<file path="src/rtl/sha256_spi_pkg.sv">
// Frame layout and host FSM encoding shared by the SPI host and the slave-side frame decode.
// Combinational helpers only; carries no state or flow control.
package sha256_spi_pkg;

   localparam int FRAME_W  = 16;
   localparam int ADDR_W   = 7;
   localparam int DATA_W   = 8;
   localparam int RW_BIT   = 15;
   localparam int ADDR_MSB = 14;
   localparam int ADDR_LSB = 8;

   typedef enum logic [2:0] {
      IDLE,
      SETUP,
      SHIFT,
      HOLD,
      GAP
   } spi_state_t;

   function automatic logic [FRAME_W-1:0] pack_frame(
      input logic              wr,
      input logic [ADDR_W-1:0] addr,
      input logic [DATA_W-1:0] data
   );
      logic [FRAME_W-1:0] f;
      f                    = '0;
      f[RW_BIT]            = wr;
      f[ADDR_MSB:ADDR_LSB] = addr;
      f[ADDR_LSB-1:0]      = data;
      return f;
   endfunction

endpackage

</file>
<file path="src/rtl/sha256_spi_sck_gen.sv">
// SCK generator: half-period counter, registered SCK (idle high), fall/rise strobes and terminal count.
// Strobes flag the edge on which SCK changes; no backpressure, counting simply stops when en drops.
module sha256_spi_sck_gen #(
   parameter int CLK_DIV = 8
) (
   input  logic clk,
   input  logic rst_n,
   input  logic en,
   input  logic toggle,
   output logic sck,
   output logic tc,
   output logic fall,
   output logic rise
);

   localparam int CW = (CLK_DIV > 1) ? $clog2(CLK_DIV) : 1;
   localparam logic [CW-1:0] CNT_MAX = CW'(CLK_DIV - 1);

   logic [CW-1:0] cnt;

   assign tc   = en && (cnt == CNT_MAX);
   assign fall = tc && toggle && sck;
   assign rise = tc && toggle && !sck;

   always_ff @(posedge clk or negedge rst_n) begin
      if (!rst_n) begin
         cnt <= '0;
         sck <= 1'b1;
      end else if (!en) begin
         cnt <= '0;
         sck <= 1'b1;
      end else begin
         cnt <= tc ? '0 : cnt + CW'(1);
         if (tc && toggle) begin
            sck <= ~sck;
         end
      end
   end

endmodule

</file>
<file path="src/rtl/sha256_spi_host.sv">
// SPI mode-3 master issuing one 16-bit R/W/addr/data frame per accepted request, returning the MISO word.
// 34*CLK_DIV cycles from acceptance to o_rvalid; requests are dropped while o_busy is high.
module sha256_spi_host
   import sha256_spi_pkg::*;
#(
   parameter int CLK_DIV = 8,
   parameter int SS_GAP  = 4
) (
   input  logic               i_clk,
   input  logic               i_rst_n,
   input  logic               i_req,
   input  logic               i_wr,
   input  logic [ADDR_W-1:0]  i_addr,
   input  logic [DATA_W-1:0]  i_wdata,
   output logic               o_busy,
   output logic               o_rvalid,
   output logic [FRAME_W-1:0] o_rdata,
   output logic               o_sck,
   output logic               o_ss_n,
   output logic               o_mosi,
   input  logic               i_miso
);

   // The slave sees SCK through a 3-flop synchroniser, so a half-period shorter than 4 is unsafe.
   if (CLK_DIV < 4) begin : g_div_chk
      $error("sha256_spi_host: CLK_DIV must be at least 4");
   end
   if (SS_GAP < 1) begin : g_gap_chk
      $error("sha256_spi_host: SS_GAP must be at least 1");
   end

   localparam int GW = $clog2(SS_GAP + 1);
   localparam logic [GW-1:0] GAP_MAX = GW'(SS_GAP - 1);

   spi_state_t         state;
   logic [FRAME_W-1:0] tx_sr;
   logic [FRAME_W-1:0] rx_sr;
   logic [3:0]         bit_cnt;
   logic [GW-1:0]      gap_cnt;

   logic gen_en;
   logic gen_tog;
   logic sck_tc;
   logic sck_fall;
   logic sck_rise;
   logic last_half;

   // bit_cnt counts rises and wraps to 0 on the 16th; SCK high with a zero count is the final high half.
   assign last_half = (state == SHIFT) && o_sck && (bit_cnt == 4'd0);
   assign gen_en    = (state == SETUP) || (state == SHIFT) || (state == HOLD);
   assign gen_tog   = (state == SETUP) || ((state == SHIFT) && !last_half);

   sha256_spi_sck_gen #(
      .CLK_DIV(CLK_DIV)
   ) u_sck_gen (
      .clk    (i_clk),
      .rst_n  (i_rst_n),
      .en     (gen_en),
      .toggle (gen_tog),
      .sck    (o_sck),
      .tc     (sck_tc),
      .fall   (sck_fall),
      .rise   (sck_rise)
   );

   always_ff @(posedge i_clk or negedge i_rst_n) begin
      if (!i_rst_n) begin
         state    <= IDLE;
         tx_sr    <= '0;
         rx_sr    <= '0;
         bit_cnt  <= '0;
         gap_cnt  <= '0;
         o_busy   <= 1'b0;
         o_rvalid <= 1'b0;
         o_rdata  <= '0;
         o_ss_n   <= 1'b1;
         o_mosi   <= 1'b0;
      end else begin
         o_rvalid <= 1'b0;
         case (state)
            IDLE: begin
               if (i_req) begin
                  tx_sr   <= pack_frame(i_wr, i_addr, i_wdata);
                  bit_cnt <= '0;
                  o_busy  <= 1'b1;
                  o_ss_n  <= 1'b0;
                  state   <= SETUP;
               end
            end
            SETUP: begin
               if (sck_tc) begin
                  state <= SHIFT;
               end
            end
            SHIFT: begin
               if (sck_rise) begin
                  rx_sr   <= {rx_sr[FRAME_W-2:0], i_miso};
                  bit_cnt <= (bit_cnt == 4'd15) ? 4'd0 : bit_cnt + 4'd1;
               end
               if (sck_tc && last_half) begin
                  state <= HOLD;
               end
            end
            HOLD: begin
               if (sck_tc) begin
                  o_ss_n   <= 1'b1;
                  o_rdata  <= rx_sr;
                  o_rvalid <= 1'b1;
                  o_mosi   <= 1'b0;
                  gap_cnt  <= '0;
                  state    <= GAP;
               end
            end
            GAP: begin
               if (gap_cnt == GAP_MAX) begin
                  gap_cnt <= '0;
                  o_busy  <= 1'b0;
                  state   <= IDLE;
               end else begin
                  gap_cnt <= gap_cnt + GW'(1);
               end
            end
            default: state <= IDLE;
         endcase
         // Leading (falling) edge launches the next MOSI bit.
         if (sck_fall) begin
            o_mosi <= tx_sr[FRAME_W-1];
            tx_sr  <= {tx_sr[FRAME_W-2:0], 1'b0};
         end
      end
   end

endmodule

</file>
<file path="config.mk">
export PLATFORM = sky130hd
export DESIGN_NAME = sha256_spi_host
export DESIGN_NICKNAME = d
export VERILOG_FILES = /design/src/rtl/sha256_spi_pkg.sv /design/src/rtl/sha256_spi_sck_gen.sv /design/src/rtl/sha256_spi_host.sv
export SDC_FILE = /design/constraint.sdc
export NUM_CORES = 1
export LEC_CHECK = 0
export CORE_ASPECT_RATIO = 0.7
export CORE_MARGIN = 1
export CORE_UTILIZATION = 50
export CTS_BUF_LIST = sky130_fd_sc_hd__clkbuf_8
export CTS_CLUSTER_SIZE = 20
export DETAILED_ROUTE_END_ITERATION = 8
export GPL_TIMING_DRIVEN = 0
export PLACE_DENSITY = 0.79
export SLEW_MARGIN = 5
export SYNTH_ARGS = -nofsm -noshare
export SYNTH_HDL_FRONTEND = slang
export SYNTH_SLANG_ARGS = --single-unit
</file>
<file path="constraint.sdc">
create_clock -name i_clk -period 1.55 [get_ports i_clk]
set_input_delay 0.31 -clock i_clk [delete_from_list [all_inputs] [get_ports i_clk]]
set_output_delay 0.31 -clock i_clk [all_outputs]
set_load 0.02 [all_outputs]
</file>
==> flow_summary.yaml <==
outcome:
  outcome: "finished, violations left"
  violations: "negative setup slack"
sta:
  maxSlewHeadroom_pct: 45.5
  fmax_ghz: 0.573
  rsz0062_at_grt: "true"
  setup-tns-final_ps: -7770
  skew_ps: 7.44
  hold_violations: 0
  drv_slew: 0
  fin_crit_sh_pct: 113
  tightest_slew_ps: 818
  setup_viol: 60
  period_minus_slack_ps: 1740
  setup_slack_ps: -195
synth:
  async_flop_share_pct: 100
  synthMuxAreaShare_pct: 7.04
  synthXorXnorAreaFrac_pct: 0.616
  ys_warn_count: 0
  ys_seq_area_share_pct: 58.2
  synth_compound_area_share_pct: 13.0
  postSynthCellCount: 249
  ys_ff_latch: 66
  synthFlopType: "dfrtp_1"
  syn-num-nets: 274
  syn_area_um2: 2840
  synth-edff-count: 0
  synth_top_family_by_area: "simple AND/OR/NAND/NOR gates"
  avgSynthCellArea_um2: 11.4
  ys_types: 42
  synth_adder_area_share_pct: 2.20
  synthSimpleGateAreaFrac_pct: 15.7
drt:
  via_per_inst: 5.51
  avgRoutedWirePerCell_um: 18.3
  vias: 2236
  drc: 0
  drt_wl_total_um: 7430
  ant_nets: 0
  drtIter0Drc: 124
  first_pass_iters: 4
global_route:
  antenna_found_initial: 0
  grt_usage_pct: 25.5
  grt_pass1_vias: 2355
  grt_pass1_wl_um: 11400
  grt_overflow: 0
  grt_max_degree: 67
die:
  start_util_pct: 53.0
  die_w_um: 92.1
  fp.coreArea_um2: 5370
  dieArea_um2: 6000
  num_rows: 22
  ios: 41
  die_y_um: 65.1
clock_tree:
  cts_tree: "built"
  clk_pin_slew_ps: 70
  clock-sinks: 66
  cts-root-buf: "clkbuf_8"
  clkLatencyLatePin_ps: 340
  ctsHoldBuffers: 0
  numCtsBuffers: 9
  htree_levels: 3
  ctsLongestPathBuffers: 2
finish:
  final_cell_mix: "dfrtp_1, nand2_1, nand2_2"
  areaGrowthSynthToFinish_pct: 47.4
  mostFrequentLayoutCell: "dfrtp_1"
  final_layout_size_suffix_gt1_share_pct: 38.3
  fillers: 335
  fin_util_pct: 78.0
  fin_nets: 355
  diodes: 0
  stdcell_count: 406
run:
  drv_cap: 0
setup_path:
  arrival_ps: 1980
  crit_fanout: 5
  crit_path_start_kind: "flip-flop"
  end_kind: "flip-flop"
  path_class: "flip-flop to flip-flop"
  cp.required_ps: 1780
min_path:
  hp-class: "primary input to async pin"
power:
  ir_drop_mv: 0.670
  power.leakage_nw: 2.21
  power_per_cell_area_nw_per_um2: 1360
placed_design:
  post-dp-hpwl_um: 3500
  place_inst: 361
  gp_congestion: 0.741
  io_buffers: 40
==> flip-flops by register name, summed over array words and instances (netlist names) <==
name	flops
o_ss_n	1
bit_cnt	4
gap_cnt	3
o_mosi	1
u_sck_gen.cnt	3
tx_sr	16
rx_sr	16
u_sck_gen.sck	1
o_rdata	16
state	3
o_busy	1
o_rvalid	1
==> per-stage QoR <==
step	setup slack [ps]	power (mW)	instance area, um2	hold slack [ps]
after CTS	-188	5.35	3920	83.9
after detailed placement	-426	3.57	3380	436
after floorplan	-69.0	3.19	2900	14.4
after global placement	-2000	3.52	3390	436
final	-195	5.70	4190	56.7
after global routing	-269	5.99	4190	123
==> report_power, final <==
| part | total (mW) | internal [mW] | switching [mW] |
|---|---|---|---|
| Sequential | 2.35 | 2.07 | 0.279 |
| Clock | 1.50 | 0.877 | 0.621 |
| Combinational | 1.84 | 0.941 | 0.903 |
| Total | 5.70 | 3.89 | 1.80 |
==> layout make-up <==
class	count	area, um2	share of cell area, %
clock buffer	9	124	2.96
buffer	13	134	3.20
timing repair buffer	70	683	16.3
sequential	66	1650	39.5
inverter	6	32.5	0.777
tap	72	90.1	2.15
multi-input combinational	164	1400	33.3
clock inverter	6	76.3	1.82
==> routing by layer <==
layer | track usage [%] | vias to the layer above | share of wire (%)
met4 | 7.81 | 0 | 2.7
met3 | 7.75 | 18 | 4.6
met2 | 41.2 | 65 | 48
met5 | 0 | - | 0
li1 | - | 1026 | -
met1 | 33.2 | 1127 | 45
==> synthesized netlist by cell type (2+ instances only) <==
cell       n  share of area (%)
a21o_1    15                4.0
a21oi_1    3               0.53
a22o_1    17                5.2
buf_2     10                1.8
clkbuf_1   2               0.26
dfrtp_1   64                 56
dfstp_2    2                1.8
ha_1       5                2.2
inv_1      4               0.53
inv_2      2               0.26
mux2_1    10                4.0
mux2_2     6                2.4
mux2i_1    2               0.70
nand2_1   57                7.5
nand2b_1   5                1.1
nand3_1    3               0.53
nor2_1     9                1.2
nor3b_1    3               0.79
nor4_1     2               0.44
o21ai_0    4               0.70
o21ai_1    2               0.35
o22ai_1    2               0.44
==> logic make-up (layout without fill, tap and decap cells) <==
logic type / Yosys count / in the layout
adders and majority gates: 5 / 5
buffers and inverters: 19 / 104
AOI/OAI and AO/OA: 49 / 49
xor gates and xnor gates: 2 / 2
DFF: 66 / 66
and+or+nand+nor: 90 / 90
muxes: 18 / 18
==> final timing paths <==
kind                                         from                     end  slack [ps]  cells past startpoint
min                                       i_rst_n    tx_sr[8]$_DFFE_PN0P_          60                      1
min in group i_clk         o_rdata[5]$_DFFE_PN0P_  o_rdata[5]$_DFFE_PN0P_         470                      2
max                        bit_cnt[0]$_DFFE_PN0P_    tx_sr[6]$_DFFE_PN0P_        -190                      8
min reg2reg                o_rdata[5]$_DFFE_PN0P_  o_rdata[5]$_DFFE_PN0P_         470                      2
max in group asynchronous                 i_rst_n      o_busy$_DFFE_PN0P_         950                      1
max reg2reg                bit_cnt[0]$_DFFE_PN0P_    tx_sr[6]$_DFFE_PN0P_        -190                      8
==> critical path, stage by stage, from the launching register on <==
cell,delay [ps]
dfrtp_1,380
inv_2,60
ha_4,160
and4bb_2,270
nor4_4,270
a21oi_2,60
buf_6,140
buf_6,130
a21o_1,180
==> repair_timing <==
item	4_1_cts	5_1_grt
cloned	5	0
hold endpoints to repair	0	0
setup buffers	21	7
setup endpoints to repair	65	66
resized for setup	68	69
pin swaps	16	45
Note: power is estimated with default switching activity, not from simulation.
==> RTL edit, RTL diff (same flow settings) <==
Add an input register stage for `i_req`, `i_wr`, `i_addr`, `i_wdata` and `i_miso`; this delays them by one clock.
--- a/src/rtl/sha256_spi_host.sv
+++ b/src/rtl/sha256_spi_host.sv
@@ -20,6 +20,20 @@
    output logic               o_mosi,
    input  logic               i_miso
 );
+
+   logic i_req_q;
+   logic i_wr_q;
+   logic [ADDR_W-1:0] i_addr_q;
+   logic [DATA_W-1:0] i_wdata_q;
+   logic i_miso_q;
+
+   always_ff @(posedge i_clk) begin
+      i_req_q   <= i_req;
+      i_wr_q    <= i_wr;
+      i_addr_q  <= i_addr;
+      i_wdata_q <= i_wdata;
+      i_miso_q  <= i_miso;
+   end
 
    // The slave sees SCK through a 3-flop synchroniser, so a half-period shorter than 4 is unsafe.
    if (CLK_DIV < 4) begin : g_div_chk
@@ -79,8 +93,8 @@
          o_rvalid <= 1'b0;
          case (state)
             IDLE: begin
-               if (i_req) begin
-                  tx_sr   <= pack_frame(i_wr, i_addr, i_wdata);
+               if (i_req_q) begin
+                  tx_sr   <= pack_frame(i_wr_q, i_addr_q, i_wdata_q);
                   bit_cnt <= '0;
                   o_busy  <= 1'b1;
                   o_ss_n  <= 1'b0;
@@ -94,7 +108,7 @@
             end
             SHIFT: begin
                if (sck_rise) begin
-                  rx_sr   <= {rx_sr[FRAME_W-2:0], i_miso};
+                  rx_sr   <= {rx_sr[FRAME_W-2:0], i_miso_q};
                   bit_cnt <= (bit_cnt == 4'd15) ? 4'd0 : bit_cnt + 4'd1;
                end
                if (sck_tc && last_half) begin
Function: changed (a bounded check fails within 4 cycles, from zero or initial values and one cycle with i_rst_n low).
==> RTL edit against the unedited design <==
- the flow still finishes with violations (setup timing)
- clock skew shrank 0.0011 ns
- final area grew 13%
- synthesized area grew 16%
- worst hold slack lost 0.029 ns
- critical path depth is the same
- worst setup slack lost 0.19 ns
- cell count grew 6.7%
- power grew 18%
- combinational power grew 4%
- routed wire length shrank 3.4%
- global-route usage shrank 2.7 points
- sequential cell count grew 18
- fmax shrank 9.7%
==> RTL edit: results (changes against the unedited design) <==
[drt]
drtIter0Drc = 138  ; +11%
met1_length_microns = 3010  ; -10%
met3_length_microns = 363  ; +7.1%
post_drt_via_cell_ratio = 5.22  ; -5.1%

[run_status]
violations = setup timing
outcome = finished with violations

[timing]
fin_ws_ns = -0.382  ; -0.187 ns
setup_viol = 58  ; -3.3%
fin_skew_ns = 0.00631  ; -0.00114 ns
tns_ns = -10.57  ; -2.80 ns

[placed_design]
place_congestion = 0.752  ; +1.4%
postPlaceCellArea_sq_um = 3950  ; +17%

[global_route]
grt_pass1_wl_microns = 11800  ; +3.0%
grt_pass1_vias = 2364  ; +0.38%
use_met1 = 0.290  ; -0.0415

[cells_and_area]
nonClkBufAreaFrac = 0.199  ; +0.00401
nNetsFinal = 375  ; +5.6%
n_all_buffers = 95  ; +14%
clk_share = 0.0560  ; +0.00818
clkbuf_count = 10  ; +1
final_cells = 433  ; +6.7%
fillCellCount = 397  ; +19%

[synthesis]
synth-seq-cells = 84  ; +27%
synth_top_family_by_area = multiplexers
synth-adder-area-share = 0.0190  ; -0.00304
async_flop_share = 0.786  ; -0.214
synthesis.nets = 282  ; +2.9%
synth_compound_area_frac = 0.0292  ; -0.101
synth-xor-area-share = 0.00266  ; -0.00351
synthTopCellsByCount = 64 x dfrtp_1, 58 x nand2_1, 36 x mux2_2, 18 x dfxtp_1, 9 x buf_2

[cts]
post_cts_resized = 78  ; +15%

[pwr]
power_mw = 6.72  ; +18%
clock_power_share = 0.300  ; +0.037
pwr-share-comb = 0.285  ; -0.039

[setup_path]
worstPathArrival_ns = 2.17  ; +0.19 ns

-- RTL edit: critical path: stages (launching register included) --
cell and delay [ns]:
dfrtp_1 0.35, inv_1 0.08, ha_4 0.16, and4bb_1 0.22, o21ai_2 0.15, and4b_2 0.27
buf_6 0.14, clkbuf_16 0.15, mux2_4 0.29
-- RTL edit: path summary, 6_finish.rpt --
path	start	to	slack, ns	depth (start not counted)
worst max-delay path	bit_cnt[1]$_DFFE_PN0P_	tx_sr[11]$_DFFE_PN0P_	-0.38	8
worst min-delay path	i_rst_n	u_sck_gen.cnt[2]$_DFF_PN0_	0.03	1
worst max register to register	bit_cnt[1]$_DFFE_PN0P_	tx_sr[11]$_DFFE_PN0P_	-0.38	8
worst min register to register	u_sck_gen.cnt[0]$_DFF_PN0_	u_sck_gen.cnt[0]$_DFF_PN0_	0.46	1
max in group asynchronous	i_rst_n	state[0]$_DFFE_PN0P_	0.96	1
min in group i_clk	i_wdata[2]	i_wdata_q[2]$_DFF_P_	0.39	1
